--- src/rtl/gnn_mlp_layer.sv ---
// Fully connected GNN MLP layer: N_OUT parallel MAC lanes, one input feature per cycle,
// then per-lane ReLU/saturation of the held accumulators until the consumer accepts the result.
//
// state | meaning
// IDLE  | in_ready=1, waiting for a vector
// MAC   | accumulating feature k into every lane, one feature per cycle
// HOLD  | out_valid=1, accumulators frozen until out_ready
module gnn_mlp_layer #(
  parameter int N_IN  = 4,
  parameter int N_OUT = 4,
  parameter int IN_W  = 7,
  parameter int W_W   = 5,
  parameter int ACC_W = 21,
  parameter int OUT_W = 13,
  parameter int RELU  = 1
) (
  input  logic                          clk,
  input  logic                          rst,
  input  logic                          in_valid,
  output logic                          in_ready,
  input  logic [N_IN*IN_W-1:0]          in_data,
  input  logic [N_IN*N_OUT*W_W-1:0]     w_data,
  output logic                          out_valid,
  input  logic                          out_ready,
  output logic [N_OUT*OUT_W-1:0]        out_data,
  output logic [N_OUT*ACC_W-1:0]        out_acc,
  output logic                          busy
);

  localparam int KW = (N_IN > 1) ? $clog2(N_IN) : 1;
  localparam int PW = IN_W + W_W;
  localparam logic [KW-1:0] K_LAST = KW'(N_IN - 1);
  localparam logic signed [ACC_W-1:0] SAT_MAX = ACC_W'((64'sd1 <<< (OUT_W - 1)) - 64'sd1);
  localparam logic signed [ACC_W-1:0] SAT_MIN = ~SAT_MAX;

  if ((ACC_W < IN_W + W_W + $clog2(N_IN)) || (OUT_W > ACC_W)) begin : g_param_check
    $error("gnn_mlp_layer: ACC_W must cover the full dot product and OUT_W must not exceed ACC_W");
  end

  typedef enum logic [1:0] {IDLE, MAC, HOLD} state_t;

  state_t                      state;
  logic [N_IN*IN_W-1:0]        x_reg;
  logic [N_IN*N_OUT*W_W-1:0]   w_reg;
  logic [KW-1:0]               k;
  logic signed [ACC_W-1:0]     acc      [N_OUT];
  logic signed [ACC_W-1:0]     prod_ext [N_OUT];
  logic signed [IN_W-1:0]      xk;

  assign xk = x_reg[int'(k)*IN_W +: IN_W];

  for (genvar j = 0; j < N_OUT; j++) begin : g_lane
    logic signed [W_W-1:0]   wk;
    logic signed [PW-1:0]    prod;
    logic signed [OUT_W-1:0] conv;

    assign wk          = w_reg[(j*N_IN + int'(k))*W_W +: W_W];
    assign prod        = xk * wk;
    assign prod_ext[j] = ACC_W'(prod);

    // Conversion reads the frozen accumulator, so out_data is stable through HOLD.
    always_comb begin
      conv = acc[j][OUT_W-1:0];
      if (RELU != 0 && acc[j] < 0)
        conv = '0;
      else if (acc[j] > SAT_MAX)
        conv = SAT_MAX[OUT_W-1:0];
      else if (acc[j] < SAT_MIN)
        conv = SAT_MIN[OUT_W-1:0];
    end

    assign out_data[j*OUT_W +: OUT_W] = conv;
    assign out_acc[j*ACC_W +: ACC_W]  = acc[j];
  end

  always_ff @(posedge clk) begin
    if (rst) begin
      state     <= IDLE;
      k         <= '0;
      x_reg     <= '0;
      w_reg     <= '0;
      in_ready  <= 1'b1;
      out_valid <= 1'b0;
      busy      <= 1'b0;
      for (int j = 0; j < N_OUT; j++) acc[j] <= '0;
    end else begin
      case (state)
        IDLE: begin
          if (in_valid && in_ready) begin
            x_reg    <= in_data;
            w_reg    <= w_data;
            k        <= '0;
            for (int j = 0; j < N_OUT; j++) acc[j] <= '0;
            state    <= MAC;
            in_ready <= 1'b0;
            busy     <= 1'b1;
          end
        end
        MAC: begin
          for (int j = 0; j < N_OUT; j++) acc[j] <= acc[j] + prod_ext[j];
          if (k == K_LAST) begin
            state     <= HOLD;
            out_valid <= 1'b1;
          end else begin
            k <= k + 1'b1;
          end
        end
        HOLD: begin
          if (out_ready) begin
            state     <= IDLE;
            out_valid <= 1'b0;
            busy      <= 1'b0;
            in_ready  <= 1'b1;
          end
        end
        default: begin
          state     <= IDLE;
          in_ready  <= 1'b1;
          out_valid <= 1'b0;
          busy      <= 1'b0;
        end
      endcase
    end
  end

endmodule
--- config.mk ---
export PLATFORM = sky130hd
export DESIGN_NAME = gnn_mlp_layer
export DESIGN_NICKNAME = d
export VERILOG_FILES = /design/src/rtl/gnn_mlp_layer.sv
export SDC_FILE = /design/constraint.sdc
export NUM_CORES = 1
export LEC_CHECK = 0
export ABC_AREA = 1
export BUFFER_PORTS_ARGS = -buffer_cell sky130_fd_sc_hd__buf_2
export CORE_MARGIN = 8
export CORE_UTILIZATION = 55
export DETAILED_ROUTE_END_ITERATION = 10
export PLACE_DENSITY = 0.79
export SYNTH_ARGS = -nofsm -noshare
export SYNTH_HDL_FRONTEND = slang
export SYNTH_SLANG_ARGS = --single-unit
export TNS_END_PERCENT = 10
--- constraint.sdc ---
create_clock -name clk -period 5.3 [get_ports clk]
set_input_delay 0.53 -clock clk [delete_from_list [all_inputs] [get_ports clk]]
set_output_delay 0.53 -clock clk [all_outputs]
set_load 0.01 [all_outputs]
==> impl_metrics.tcl, run 1 <==
set metrics [dict create \
    status "finished clean" \
    clk_latency_ns 0.48 \
    p_per_area_mw_per_mm2 400 \
    via_per_inst 5.49 \
    crit_type "flip-flop to flip-flop" \
    detail-route-antenna-nets 0 \
    postSynthAreaPerCell_um2 8.07 \
    final_cell_mix "nor2_1, inv_1, nand2_1" \
    largest_reg_flops 84 \
    switchingPower_mw 4.51 \
    slowest_delay_ns 0.52 \
    ctsHtreeMaxLevel 4 \
    crit_family "adder cells" \
    crit_path_frequent_cell "inv_1" \
    grt_pass1_vias 17600 \
    cts_made_buffers 17 \
    synth-seq-cells 199 \
    critPathBufInv 7 \
    wl_um 57400 \
    maxCapViolCount 0 \
    total_power_mw 9.16 \
    peakVddDrop_mv 0.247 \
    final_common_cell "nor2_1" \
    vias 17600 \
    area_growth_pct 14.9 \
    crit_slowest_cell "fa_1" \
    drive_above_1_share 0.172 \
    tightest_slew_ns 1.11 \
    gr-total-overflow 0 \
    end_kind "flip-flop" \
    fp.dieW_um 207 \
    slew_violations 0 \
    netSwitchingFraction 0.492 \
    relSlewSlack 0.247 \
    drc 0 \
    fmax_mhz 196 \
    synth_area_leaders "fa_1, dfxtp_1, ha_1" \
    hold_viol_final 0 \
    synth.top_cell.area_share 0.241 \
    clockBufferDepth 2 \
    clk_pin_slew_ns 0.08 \
    start_util 0.560 \
    path_cells "buf_8 > nand2_1 > a32oi_2 > inv_2 > nor2_2 > buf_4 > fa_1 > fa_1 > inv_1 > fa_1 > inv_1 > ha_1 > ha_1 > nand2_1 > nor2_1 > inv_1 > nor2_1 > nand4_1 > nand3_1 > nand2_1 > inv_1 > nor2_1" \
    synth-edff-count 63 \
    synth_warnings 0 \
    yosysUniqueCellTypes 46 \
    fin_cells 3206 \
    final-setup-viol-count 0 \
    worst_setup_path_start_kind "flip-flop" \
    clockRootBuffer "clkbuf_16" \
    yosysSeqAreaShare 0.231 \
    antenna_found_initial 0 \
    arrival_ns 5.34 \
    wl_per_cell_um 17.9 \
    combPwrFrac 0.621 \
    hold_class "input pin to flip-flop" \
    cp.required_ns 5.53 \
    seq_power_share 0.224 \
    drt-initial-drc-count 1196 \
    nets 3257 \
    dieArea_mm2 0.0426 \
    synth_area_leader_cell "fa_1" \
    io_pins 251 \
    placementRows 69 \
    synth_flop_cell "dfxtp_1" \
    grt_pass1_wl_um 89900 \
    dp_hpwl_um 44900 \
    hold_buffers 0 \
    synthCells 2475 \
    fin_crit_ns 5.10 \
    cts_tree "yes" \
    syn-cell-area_mm2 0.0200 \
    clkSinkCount 199 \
    clock_skew_ns 0.0189 \
    grt_max_degree 110 \
    grt_util_all_layers 0.266 \
    p_leak_nw 11.8 \
    placed_cells 3155 \
    port-buffer-count 246 \
    rsz0062_at_grt "true" \
    cp_max_fo 28 \
    clkPwrFrac 0.156 \
    die_h_um 207 \
    async_flop_share 0 \
    period_share 0.963 \
    fin_util 0.643 \
    place.gp.congestion 0.933 \
    internal-power_mw 4.65 \
    drt_pass1_iterations 7 \
    core-area_mm2 0.0357 \
    diodes 0 \
]
-- area by class of cell --
type / instances / area [µm²]
Clock buffer: 18 / 439
Clock inverter: 14 / 198
Fill cell: 3022 / 12700
Inverter: 415 / 1580
Multi-Input combinational cell: 1776 / 13500
Sequential cell: 199 / 4620
Tap cell: 461 / 577
Timing Repair Buffer: 323 / 1970
-- layer usage --
metal	part of all wire	track usage	routed length (µm)	vias to the layer above
li1	-	-	-	8340
met1	0.43	0.359	24700	8459
met2	0.46	0.432	26600	682
met3	0.072	0.0400	4110	109
met4	0.034	0.0977	1970	0
met5	0	0	0	-
-- cells by family after synthesis --
logic type | Yosys count | synth area share
flip-flops | 199 | 0.231
XOR/XNOR | 20 | 0.00878
AO/OA/AOI/OAI | 421 | 0.124
other | 1 | 0.000188
AND/OR/NAND/NOR | 918 | 0.185
buffers and inverters | 503 | 0.102
adder cells (fa/ha/maj) | 413 | 0.349
-- tightest hold or removal path, delay by kind of cell --
| kind | cells | cell delay (ns) |
|---|---|---|
| buffers and inverters | 1 | 0.07 |
| AND/OR/NAND/NOR | 2 | 0.11 |
-- cell usage after synthesis (2+ instances only) --
| library cell | number |
|---|---|
| a21oi_1 | 158 |
| nor2_2 | 14 |
| a21o_1 | 6 |
| fa_1 | 240 |
| o21a_1 | 11 |
| nand3b_1 | 10 |
| xnor2_1 | 11 |
| nor3_1 | 11 |
| dfxtp_1 | 136 |
| xor2_1 | 9 |
| buf_8 | 2 |
| nand2_1 | 355 |
| clkbuf_1 | 41 |
| o21ai_0 | 195 |
| inv_1 | 389 |
| ha_1 | 173 |
| o21ai_1 | 4 |
| o22ai_1 | 5 |
| buf_2 | 27 |
| buf_4 | 9 |
| nand3_1 | 55 |
| nand2_2 | 2 |
| buf_6 | 8 |
| a211oi_1 | 3 |
| o21bai_1 | 10 |
| inv_2 | 25 |
| nor4_1 | 9 |
| a32oi_1 | 6 |
| a32oi_2 | 12 |
| nand4_1 | 12 |
| nor2_1 | 442 |
| edfxtp_1 | 63 |
| or2_2 | 5 |
| a32oi_4 | 5 |
-- path summary, 6_finish.rpt --
path	cells after the start	endpoint	slack, ns	from
setup / recovery	22	acc[1][20]	0.20	k[0]
hold / removal	3	x_reg[11]	0.28	in_data[11]
setup reg to reg	22	acc[1][20]	0.20	k[0]
hold reg to reg	2	busy	0.47	busy
-- power groups by stage --
stage	combinational [mW]	clock (mW)	sequential (mW)
after detailed placement	5.43	0	2.07
final	5.69	1.43	2.05
after global routing	6.43	1.49	2.07
after floorplan	3.81	0	2.04
after CTS	5.52	1.44	2.04
after global placement	5.28	0	2.07
-- metrics by stage --
stage | cell area (µm²) | TNS, ns | hold slack, ns | worst slack (ns)
global placement | 21800 | -0.00546 | 0.447 | -0.00546
global route | 22900 | -0.353 | 0.283 | -0.0801
CTS | 22500 | -0.0264 | 0.265 | -0.0121
floorplan | 20000 | -0.207 | 0.472 | -0.0531
detailed placement | 21800 | -0.0926 | 0.461 | -0.0521
finish | 22900 | 0 | 0.277 | 0.196
-- what timing repair did --
item | 4_1_cts | 5_1_grt
resized for setup | 2 | 73
buffers inserted | 0 | 17
gates cloned | 0 | 2
endpoints found under the setup margin | 9 | 48
pin swaps | 0 | 7
No activity file was read; power rests on OpenSTA's default activity.
==> inputs of run 2 (changes only) <==
--- a/config.mk
+++ b/config.mk
@@ -11,6 +11,8 @@
 export CORE_UTILIZATION = 55
 export DETAILED_ROUTE_END_ITERATION = 10
 export PLACE_DENSITY = 0.79
+export SETUP_SLACK_MARGIN = 0.5
+export SLEW_MARGIN = 20
 export SYNTH_ARGS = -nofsm -noshare
 export SYNTH_HDL_FRONTEND = slang
 export SYNTH_SLANG_ARGS = --single-unit
==> impl_metrics.tcl, run 2 (synthesis results as in run 1) <==
set metrics [dict create \
    min_from "in_data[10]" \
    p_per_area_mw_per_mm2 426 \
    crit_slowest_cell "fa_1" \
    vias 18900 \
    grt_pass1_vias 18200 \
    core-area_mm2 0.0357 \
    ctsHtreeMaxLevel 4 \
    period_share 0.955 \
    drt-initial-drc-count 1596 \
    slew_violations 0 \
    cp_max_fo 8 \
    fin_util 0.711 \
    start_util 0.560 \
    wl_um 64300 \
    dp_hpwl_um 45900 \
    clockRootBuffer "clkbuf_16" \
    detail-route-antenna-nets 0 \
    drive_above_1_share 0.280 \
    clock_skew_ns 0.0151 \
    final_common_cell "nor2_1" \
    hold_class "input pin to flip-flop" \
    fin_crit_ns 5.06 \
    final_cell_mix "nor2_1, inv_1, nand2_1" \
    p_leak_nw 12.3 \
    drt_pass1_iterations 7 \
    fmax_mhz 197 \
    gr-total-overflow 0 \
    placed_area_mm2 0.0219 \
    crit_path_frequent_cell "fa_1" \
    cts_tree "yes" \
    io_pins 251 \
    r2r_end "acc[3][12]" \
    grt_max_degree 110 \
    final_cell_area_mm2 0.0254 \
    tightest_slew_ns 1.03 \
    dieArea_mm2 0.0426 \
    via_per_inst 5.72 \
    grt_pass1_wl_um 94600 \
    diodes 0 \
    final-setup-viol-count 0 \
    crit_type "flip-flop to flip-flop" \
    relSlewSlack 0.315 \
    maxCapViolCount 0 \
    grt_util_all_layers 0.280 \
    placementRows 69 \
    fp.dieW_um 207 \
    r2r_start "k[0]" \
    cp.required_ns 5.52 \
    path_cells "buf_12 > nand2_1 > a32o_2 > buf_12 > nor2_4 > clkinvlp_4 > buf_6 > fa_1 > fa_1 > inv_1 > fa_1 > ha_4 > ha_4 > nand2_2 > nor2_4 > nand4_1 > nor2_1 > or2_2 > o21ai_1 > a21oi_1" \
    slowest_delay_ns 0.60 \
    antenna_found_initial 0 \
    tns_ns 0 \
    peakVddDrop_mv 0.258 \
    min_to "x_reg[10]" \
    r2r_setup_slack_ns 0.24 \
    fin_cells 3302 \
    area_growth_pct 27.1 \
    hold_depth 3 \
    placed_cells 3153 \
    nets 3353 \
    die_h_um 207 \
    arrival_ns 5.29 \
    clk_pin_slew_ns 0.09 \
    status "finished clean" \
    worst_setup_path_start_kind "flip-flop" \
    place.gp.congestion 0.962 \
    end_kind "flip-flop" \
    ff2ff_path_depth 20 \
    hold_viol_final 0 \
    largest_reg_flops 84 \
    clockBufferDepth 2 \
    wl_per_cell_um 19.5 \
    clkSinkCount 199 \
    cts_made_buffers 17 \
    rsz0062_at_grt "true" \
    port-buffer-count 246 \
    drc 0 \
    clk_latency_ns 0.47 \
]
## run 2: changes by cell type in the layout (fill, tap and decap cells not counted), moves of 13 or more
cell	delta
a21oi_1	-25
a21oi_2	+13
buf_4	+68
buf_6	+16
ha_1	-65
ha_4	+60
inv_1	-30
inv_2	+23
nand2_1	-39
nand2_2	+35
nor2_1	-18
nor2_4	+13
o21ai_0	-20
## run 2: layer usage
layer,routed length [µm],part of all wire,global-route usage
met1,25000,0.39,0.360
met2,31500,0.49,0.470
met3,5450,0.085,0.0500
met4,2330,0.036,0.0966
met5,0,0,0
## run 2: worst max-delay path by stage
stage | from | to | slack, ns
after CTS | k[0] | acc[1][13] | 0.36
final | k[0] | acc[3][12] | 0.24
after global placement | k[1] | acc[1][13] | 0.11
after floorplan | k[0] | acc[0][20] | 0.43
after detailed placement | k[1] | acc[1][13] | 0.06
after global routing | k[0] | acc[3][16] | 0.08
## run 2: worst max-delay path, delay by kind of cell (launching register included)
| family | cells | cell delay, ns |
|---|---|---|
| simple gates | 7 | 0.91 |
| flops | 1 | 0.47 |
| buf+inv | 5 | 0.82 |
| fa+ha+maj | 5 | 2.04 |
| compound gates | 3 | 0.58 |
## run 2: layout make-up
class                           instances  area, µm²
Clock inverter                         15        193
Tap cell                              461        577
Sequential cell                       199       4620
Inverter                              415       1620
Multi-Input combinational cell       1776      15000
Clock buffer                           17        425
Timing Repair inverter                  1       6.26
Fill cell                            2500      10300
Timing Repair Buffer                  418       2900
## run 2: what timing repair did
item	CTS	global route
hold buffers	0	0
gates cloned	2	6
setup buffers	40	69
endpoints found under the setup margin	54	54
pin swaps	33	124
gates resized for setup	115	274
## run 2: stage by stage
step	hold WS, ns	setup WS (ns)	total power, mW
after floorplan	0.472	0.434	5.95
after global placement	0.447	0.112	7.41
after detailed placement	0.472	0.0579	7.59
after CTS	0.274	0.361	9.40
after global routing	0.287	0.0771	11.5
final	0.282	0.236	10.8
## run 2: power breakdown
part           total (mW)  internal [mW]  leakage [nW]  switching (mW)
Combinational        7.33           3.04          10.2            4.29
Clock                1.41          0.655         0.300           0.751
Sequential           2.06           1.82          1.82           0.241
